<file path="src/rtl/ahb_stream_pkg.sv">
// Shared definitions for the AHB stream slave: AHB encodings, register map,
// CTRL bit positions, FSM state encoding and the STATUS word packer.
package ahb_stream_pkg;

    typedef enum logic [1:0] {
        HTRANS_IDLE   = 2'b00,
        HTRANS_BUSY   = 2'b01,
        HTRANS_NONSEQ = 2'b10,
        HTRANS_SEQ    = 2'b11
    } htrans_e;

    localparam logic       HRESP_OKAY  = 1'b0;
    localparam logic       HRESP_ERROR = 1'b1;
    localparam logic [2:0] HSIZE_WORD  = 3'b010;

    // Word offsets of the control/status registers
    localparam int CTRL_WADDR   = 0;
    localparam int STATUS_WADDR = 1;

    // CTRL register bit positions
    localparam int CTRL_START_BIT = 0;
    localparam int CTRL_CLR_BIT   = 1;

    typedef enum logic [2:0] {
        ST_IDLE    = 3'd0,
        ST_ADDR_OK = 3'd1,
        ST_STALL   = 3'd2,
        ST_ERR1    = 3'd3,
        ST_ERR2    = 3'd4
    } state_e;

    // STATUS layout: {16'b0, level[7:0], 6'b0, full, empty}
    function automatic logic [31:0] status_word(input logic [7:0] level,
                                                input logic       full,
                                                input logic       empty);
        return {16'b0, level, 6'b0, full, empty};
    endfunction

endpackage

</file>
<file path="src/rtl/sync_fifo.sv">
// Single-clock FIFO with synchronous clear and asynchronous active-high reset.
// Pops are ignored when empty; a push at full is accepted only alongside a pop.
module sync_fifo #(
    parameter int DATA_WIDTH = 32,
    parameter int FIFO_DEPTH = 32
) (
    input  logic                          clk_i,
    input  logic                          rst_i,
    input  logic                          push_i,
    input  logic                          pop_i,
    input  logic                          clr_i,
    input  logic [DATA_WIDTH-1:0]         wdata_i,
    output logic [DATA_WIDTH-1:0]         rdata_o,
    output logic                          full_o,
    output logic                          empty_o,
    output logic [$clog2(FIFO_DEPTH):0]   level_o
);
    localparam int PTR_W = $clog2(FIFO_DEPTH);
    localparam int LVL_W = PTR_W + 1;
    localparam logic [PTR_W-1:0] PTR_ONE = PTR_W'(1);
    localparam logic [LVL_W-1:0] LVL_ONE = LVL_W'(1);
    localparam logic [LVL_W-1:0] LVL_MAX = LVL_W'(FIFO_DEPTH);

    logic [DATA_WIDTH-1:0] mem_q [FIFO_DEPTH];
    logic [PTR_W-1:0]      wptr_q, rptr_q;
    logic [LVL_W-1:0]      level_q;
    logic                  do_push, do_pop;

    assign full_o  = (level_q == LVL_MAX);
    assign empty_o = (level_q == '0);
    assign level_o = level_q;
    assign rdata_o = mem_q[rptr_q];

    assign do_pop  = pop_i && !empty_o;
    assign do_push = push_i && (!full_o || do_pop);

    // Pointer and level bookkeeping; clear overrides any push/pop in the same cycle
    always_ff @(posedge clk_i or posedge rst_i) begin
        if (rst_i) begin
            wptr_q  <= '0;
            rptr_q  <= '0;
            level_q <= '0;
        end else if (clr_i) begin
            wptr_q  <= '0;
            rptr_q  <= '0;
            level_q <= '0;
        end else begin
            if (do_push) wptr_q <= wptr_q + PTR_ONE;
            if (do_pop)  rptr_q <= rptr_q + PTR_ONE;
            case ({do_push, do_pop})
                2'b10:   level_q <= level_q + LVL_ONE;
                2'b01:   level_q <= level_q - LVL_ONE;
                default: level_q <= level_q;
            endcase
        end
    end

    // Storage array; contents need no reset since level gates visibility
    always_ff @(posedge clk_i) begin
        if (do_push && !clr_i) mem_q[wptr_q] <= wdata_i;
    end

endmodule

</file>
<file path="src/rtl/ahb_stream_slave.sv">
// AHB-Lite slave behind axi2ahb: CTRL/STATUS registers plus a push-only data
// window feeding a FIFO that streams to a core over valid/ready.
// A full FIFO stalls the data-window write with HREADY wait states.
// Optional macro AHB_SLV_ERR_EN: unmapped/illegal accesses get a two-cycle
// ERROR response; without it they complete OKAY with no effect.
module ahb_stream_slave
    import ahb_stream_pkg::*;
#(
    parameter int ADDR_WIDTH = 8,
    parameter int DATA_WIDTH = 32,
    parameter int FIFO_DEPTH = 32,
    parameter int DATA_WADDR = 16
) (
    input  logic                  ACLK,
    input  logic                  ARESET,
    input  logic [ADDR_WIDTH-1:0] HADDR,
    input  logic [2:0]            HBURST,
    input  logic [2:0]            HSIZE,
    input  logic [1:0]            HTRANS,
    input  logic                  HWRITE,
    input  logic [DATA_WIDTH-1:0] HWDATA,
    output logic                  HREADY,
    output logic [DATA_WIDTH-1:0] HRDATA,
    output logic                  HRESP,
    output logic                  START,
    output logic [DATA_WIDTH-1:0] M_DATA,
    output logic                  M_VALID,
    input  logic                  M_READY
);
    localparam int WA_W  = ADDR_WIDTH - 2;
    localparam int LVL_W = $clog2(FIFO_DEPTH) + 1;
    localparam logic [WA_W-1:0] CTRL_WA   = WA_W'(CTRL_WADDR);
    localparam logic [WA_W-1:0] STATUS_WA = WA_W'(STATUS_WADDR);
    localparam logic [WA_W-1:0] DATA_WA   = WA_W'(DATA_WADDR);

    state_e          state_q, state_d;
    logic [WA_W-1:0] waddr_q, waddr_d;
    logic            write_q, write_d;
    logic [2:0]      size_q,  size_d;
    logic            start_q, start_d;

    logic             fifo_push, fifo_pop, fifo_clr, fifo_full, fifo_empty;
    logic [LVL_W-1:0] fifo_level;

    logic                  hready_c, hresp_c;
    logic [DATA_WIDTH-1:0] hrdata_c;
    logic [WA_W-1:0]       haddr_word;
    logic                  addr_valid, addr_err;
    logic                  size_ok, dp_data_wr, dp_ctrl_wr, dp_status_rd;
    logic                  unused_ok;

    // HBURST is informational and byte-lane bits are irrelevant for word access
    assign unused_ok = ^{HBURST, HADDR[1:0]};

    assign haddr_word = HADDR[ADDR_WIDTH-1:2];
    // Only NONSEQ/SEQ start a transfer; IDLE and BUSY are accepted with no effect
    assign addr_valid = (htrans_e'(HTRANS) == HTRANS_NONSEQ) ||
                        (htrans_e'(HTRANS) == HTRANS_SEQ);

`ifdef AHB_SLV_ERR_EN
    // Classify the incoming address phase as an access that must be refused
    always_comb begin
        addr_err = 1'b0;
        if (HSIZE != HSIZE_WORD)                             addr_err = 1'b1;
        if (haddr_word != CTRL_WA && haddr_word != STATUS_WA &&
            haddr_word != DATA_WA)                           addr_err = 1'b1;
        if (haddr_word == DATA_WA && !HWRITE)                addr_err = 1'b1;
        if (haddr_word == STATUS_WA && HWRITE)               addr_err = 1'b1;
    end
`else
    assign addr_err = 1'b0;
`endif

    // Data-phase decode from the latched address; illegal sizes do nothing
    assign size_ok      = (size_q == HSIZE_WORD);
    assign dp_data_wr   = write_q  && size_ok && (waddr_q == DATA_WA);
    assign dp_ctrl_wr   = write_q  && size_ok && (waddr_q == CTRL_WA);
    assign dp_status_rd = !write_q && size_ok && (waddr_q == STATUS_WA);

    assign fifo_pop = M_READY && !fifo_empty;

    // Next-state, address capture and data-phase outputs
    always_comb begin
        logic take_addr;
        state_d   = state_q;
        waddr_d   = waddr_q;
        write_d   = write_q;
        size_d    = size_q;
        start_d   = 1'b0;
        hready_c  = 1'b1;
        hresp_c   = HRESP_OKAY;
        hrdata_c  = '0;
        fifo_push = 1'b0;
        fifo_clr  = 1'b0;
        take_addr = 1'b0;

        case (state_q)
            ST_IDLE: begin
                take_addr = 1'b1;
            end
            ST_ADDR_OK: begin
                // A full FIFO stalls the push unless a pop frees a slot this cycle
                if (dp_data_wr && fifo_full && !fifo_pop) begin
                    hready_c = 1'b0;
                    state_d  = ST_STALL;
                end else begin
                    fifo_push = dp_data_wr;
                    fifo_clr  = dp_ctrl_wr && HWDATA[CTRL_CLR_BIT];
                    start_d   = dp_ctrl_wr && HWDATA[CTRL_START_BIT];
                    if (dp_status_rd)
                        hrdata_c = DATA_WIDTH'(status_word(8'(fifo_level), fifo_full, fifo_empty));
                    take_addr = 1'b1;
                end
            end
            ST_STALL: begin
                // Hold the bus; the push completes in ADDR_OK once a slot is free
                hready_c = 1'b0;
                if (!fifo_full || fifo_pop) state_d = ST_ADDR_OK;
            end
`ifdef AHB_SLV_ERR_EN
            ST_ERR1: begin
                hready_c = 1'b0;
                hresp_c  = HRESP_ERROR;
                state_d  = ST_ERR2;
            end
            ST_ERR2: begin
                hresp_c   = HRESP_ERROR;
                take_addr = 1'b1;
            end
`endif
            default: begin
                state_d = ST_IDLE;
            end
        endcase

        if (take_addr) begin
            if (addr_valid) begin
                waddr_d = haddr_word;
                write_d = HWRITE;
                size_d  = HSIZE;
                state_d = addr_err ? ST_ERR1 : ST_ADDR_OK;
            end else begin
                state_d = ST_IDLE;
            end
        end
    end

    // State, address-phase and START pulse registers
    always_ff @(posedge ACLK or posedge ARESET) begin
        if (ARESET) begin
            state_q <= ST_IDLE;
            waddr_q <= '0;
            write_q <= 1'b0;
            size_q  <= '0;
            start_q <= 1'b0;
        end else begin
            state_q <= state_d;
            waddr_q <= waddr_d;
            write_q <= write_d;
            size_q  <= size_d;
            start_q <= start_d;
        end
    end

    sync_fifo #(
        .DATA_WIDTH (DATA_WIDTH),
        .FIFO_DEPTH (FIFO_DEPTH)
    ) u_fifo (
        .clk_i   (ACLK),
        .rst_i   (ARESET),
        .push_i  (fifo_push),
        .pop_i   (fifo_pop),
        .clr_i   (fifo_clr),
        .wdata_i (HWDATA),
        .rdata_o (M_DATA),
        .full_o  (fifo_full),
        .empty_o (fifo_empty),
        .level_o (fifo_level)
    );

    assign HREADY  = hready_c;
    assign HRESP   = hresp_c;
    assign HRDATA  = hrdata_c;
    assign START   = start_q;
    assign M_VALID = !fifo_empty;

endmodule

</file>
<file path="config.mk">
export PLATFORM = sky130hd
export DESIGN_NAME = ahb_stream_slave
export DESIGN_NICKNAME = d
export VERILOG_FILES = /design/src/rtl/ahb_stream_pkg.sv /design/src/rtl/sync_fifo.sv /design/src/rtl/ahb_stream_slave.sv
export SDC_FILE = /design/constraint.sdc
export NUM_CORES = 1
export LEC_CHECK = 0
export ABC_AREA = 1
export CORE_UTILIZATION = 40
export CTS_CLUSTER_SIZE = 30
export DETAILED_ROUTE_END_ITERATION = 12
export PLACE_DENSITY = 0.63
export SETUP_SLACK_MARGIN = 0.1
export SYNTH_ARGS = -nofsm -noshare
export SYNTH_HDL_FRONTEND = slang
export SYNTH_SLANG_ARGS = --single-unit
</file>
<file path="constraint.sdc">
create_clock -name ACLK -period 4.7 [get_ports ACLK]
set_input_delay 0.94 -clock ACLK [delete_from_list [all_inputs] [get_ports ACLK]]
set_output_delay 0.94 -clock ACLK [all_outputs]
set_load 0.01 [all_outputs]
</file>
==> flow_summary.json <==
{
  "switching_share": 0.345,
  "critPathBufInv": 5,
  "setup-violations-final": 0,
  "fin_skew_ns": 0.0375,
  "worst_slack_ns": 0.202,
  "ys_seq_elements": 1053,
  "grt_pass1_vias": 25000,
  "setup.worst_path.end_class": "output pin",
  "power_density_nw_per_um2": 565,
  "rsz0062_at_grt": "no",
  "post-place-ws_ns": 0.771,
  "slowest_stage": "clkdlybuf4s50_1",
  "layout_common_cells": "edfxtp_1 (1,024), nor2_1 (543), o21ai_0 (523), o22ai_1 (167), nand2_1 (159)",
  "critical-path-max-stage-delay_ns": 0.60,
  "ant_nets": 0,
  "seq_area_frac_synth": 0.754,
  "maxCapViolations": 0,
  "dpl.hpwl_um": 59000,
  "io_buffers": 88,
  "final_hold_viol_count": 0,
  "p_leak_nw": 15.4,
  "cts_buffers": 105,
  "synthDistinctLibCells": 39,
  "drc": 0,
  "fin_tns_setup_ns": 0,
  "grt_pass1_wl_um": 164000,
  "io-pin-count": 120,
  "antenna_found_initial": 4,
  "p_comb_frac": 0.312,
  "hold_path_startpoint": "size_q[0]",
  "clkSinkCount": 1053,
  "nNetsFinal": 3283,
  "synthArstFlopShare": 0.0275,
  "synthTopCellsByArea": "edfxtp_1 (74%), o21ai_0 (6.3%), nor2_1 (5.2%)",
  "fill_cells": 8886,
  "status": "complete, no violations",
  "crit_top_cell": "buf_4",
  "vias": 26700,
  "netlist.area_leader.share": 0.737,
  "core_area_sq_um": 103000,
  "synth_top_area_cell": "edfxtp_1",
  "holdWs_ns": 0.531,
  "clk_pin_slew_worst_paths_ns": 0.06,
  "required_ns": 3.76,
  "peakVddDrop_uv": 562,
  "drive_gt1_frac": 0.101,
  "layout_min_cycle_time_ns": 4.50,
  "clock_latency_ns": 0.69,
  "die_height_um": 325,
  "ys.flop_type": "edfxtp_1",
  "tightestPinTransition_ns": 1.22,
  "row_count": 118,
  "cp-startpoint": "u_fifo.rptr_q[0]",
  "relSlewSlack": 0.187,
  "drtIter0Drc": 3184,
  "ys.warnings.count": 0,
  "track_usage": 0.210,
  "cts_htree_levels": 3,
  "crit_family": "buffers and inverters",
  "cts_tree": "done",
  "clockBufferDepth": 3,
  "worst-path-max-fanout": 78,
  "grt_max_degree": 158,
  "worstSetupStartpointType": "register",
  "fmax_mhz": 222,
  "grt-ovfl-total": 0,
  "die_x_um": 325,
  "maxSlewViolCount": 0,
  "syn_to_final_growth_pct": 15.4,
  "crit_arrival_ns": 3.56,
  "seqPwrFrac": 0.386,
  "antenna_cells": 0,
  "r2r-start": "waddr_q[1]",
  "wl_per_cell_um": 24.6,
  "hp-class": "reg -> reg",
  "synth.avg_cell_area_sq_um": 13.3,
  "start_util": 0.403,
  "p_int_mw": 17.8,
  "crit_type": "reg -> out",
  "power_mw": 27.2,
  "drt-total-wl_um": 115000,
  "viasPerCell": 5.70,
  "pwr-share-clk": 0.302,
  "p_switching_mw": 9.40,
  "synth_edf_count": 1024,
  "gp_congestion": 0.776,
  "die-area_sq_um": 106000,
  "cts-root-buf": "clkbuf_16",
  "syn_area_sq_um": 41700,
  "syn_inst": 3133,
  "post-route-period-util": 0.957,
  "dr.pass1.iters": 8,
  "crit_chain": "buf_4 > buf_4 > inv_8 > o21ai_0 > o221ai_1 > o211ai_1 > nand4_1 > o21ai_1 > inv_1 > clkdlybuf4s50_1",
  "final_common_cell": "edfxtp_1"
}
worst reg2reg max path: cells and delay by family (launching register included):
family	cells	cell delay (ns)
and+or+nand+nor	6	1.65
buffers and inverters	2	0.48
DFF	1	0.41
registers in the layout (all words and copies together) (netlist names), 2 cells and up:
signal,count
u_fifo.mem_q,1024
u_fifo.level_o,6
waddr_q,6
u_fifo.rptr_q,5
u_fifo.wptr_q,5
size_q,3
state_q,2
cell usage after synthesis (38+ instances only):
cell / instances
buf_2: 59
clkbuf_1: 132
edfxtp_1: 1024
inv_1: 70
nand2_1: 159
nand3_1: 81
nor2_1: 576
o211ai_1: 38
o21ai_0: 523
o221ai_1: 91
o22ai_1: 167
routing by layer:
metal	global-route usage	vias up	share of wire
li1	-	11900	-
met1	0.291	13400	0.41
met2	0.329	1263	0.46
met3	0.0387	212	0.090
met4	0.0798	8	0.037
met5	0	-	0.00038
through the flow:
stage / instance area, sq um / instances / utilization
2_1_floorplan: 41800 / 3157 / -
3_3_place_gp: 44700 / 4489 / 0.432
3_5_place_dp: 44700 / 4489 / 0.432
4_1_cts: 48100 / 4681 / 0.464
5_1_grt: 48200 / 4690 / 0.466
6_report: 48200 / 4690 / 0.466
power by group through the flow:
stage	logic (mW)	registers (mW)	clock network (mW)
floorplan	4.98	10.6	0
global placement	8.18	10.7	0
detailed placement	8.28	10.7	0
CTS	8.30	10.5	8.27
global route	9.13	10.5	8.66
finish	8.49	10.5	8.21
what timing repair did:
action | 4_1_cts | 5_1_grt
endpoints found under the setup margin | 3 | 27
buffers inserted | 0 | 7
gates resized for setup | 0 | 3
hold endpoints to repair | 0 | 0
cloned | 0 | 2
hold buffers | 0 | 0
final timing paths:
check,slack [ns],depth (start not counted),to
max,0.20,10,M_DATA[28]
min,0.53,2,size_q[0]
max reg2reg,1.79,8,u_fifo.mem_q[18][2]
min reg2reg,0.53,2,size_q[0]
max in group asynchronous,3.73,3,u_fifo.rptr_q[0]
min in group asynchronous,0.63,3,u_fifo.rptr_q[2]
cells by family (layout without fill, tap and decap cells):
logic type | Yosys count | after routing | share of synthesized area
flip-flops | 1053 | 1053 | 0.754
AND/OR/NAND/NOR | 884 | 884 | 0.0877
AO/OA/AOI/OAI | 869 | 869 | 0.120
buffers and inverters | 314 | 467 | 0.0345
adder cells (fa/ha/maj) | 6 | 6 | 0.00180
multiplexers | 4 | 4 | 0.00108
XOR/XNOR | 2 | 2 | 0.000420
other | 1 | 25 | 0.0000898
area by class of cell:
type	instances	area, sq um	area share
Sequential cell	1053	31500	0.653
Multi-Input combinational cell	1790	9160	0.190
Clock buffer	123	2730	0.0566
Timing Repair Buffer	195	2110	0.0439
Tap cell	1380	1730	0.0358
Clock inverter	69	621	0.0129
Inverter	79	340	0.00706
Timing Repair inverter	1	11.3	0.000234
Note: power is estimated with default switching activity, not from simulation.
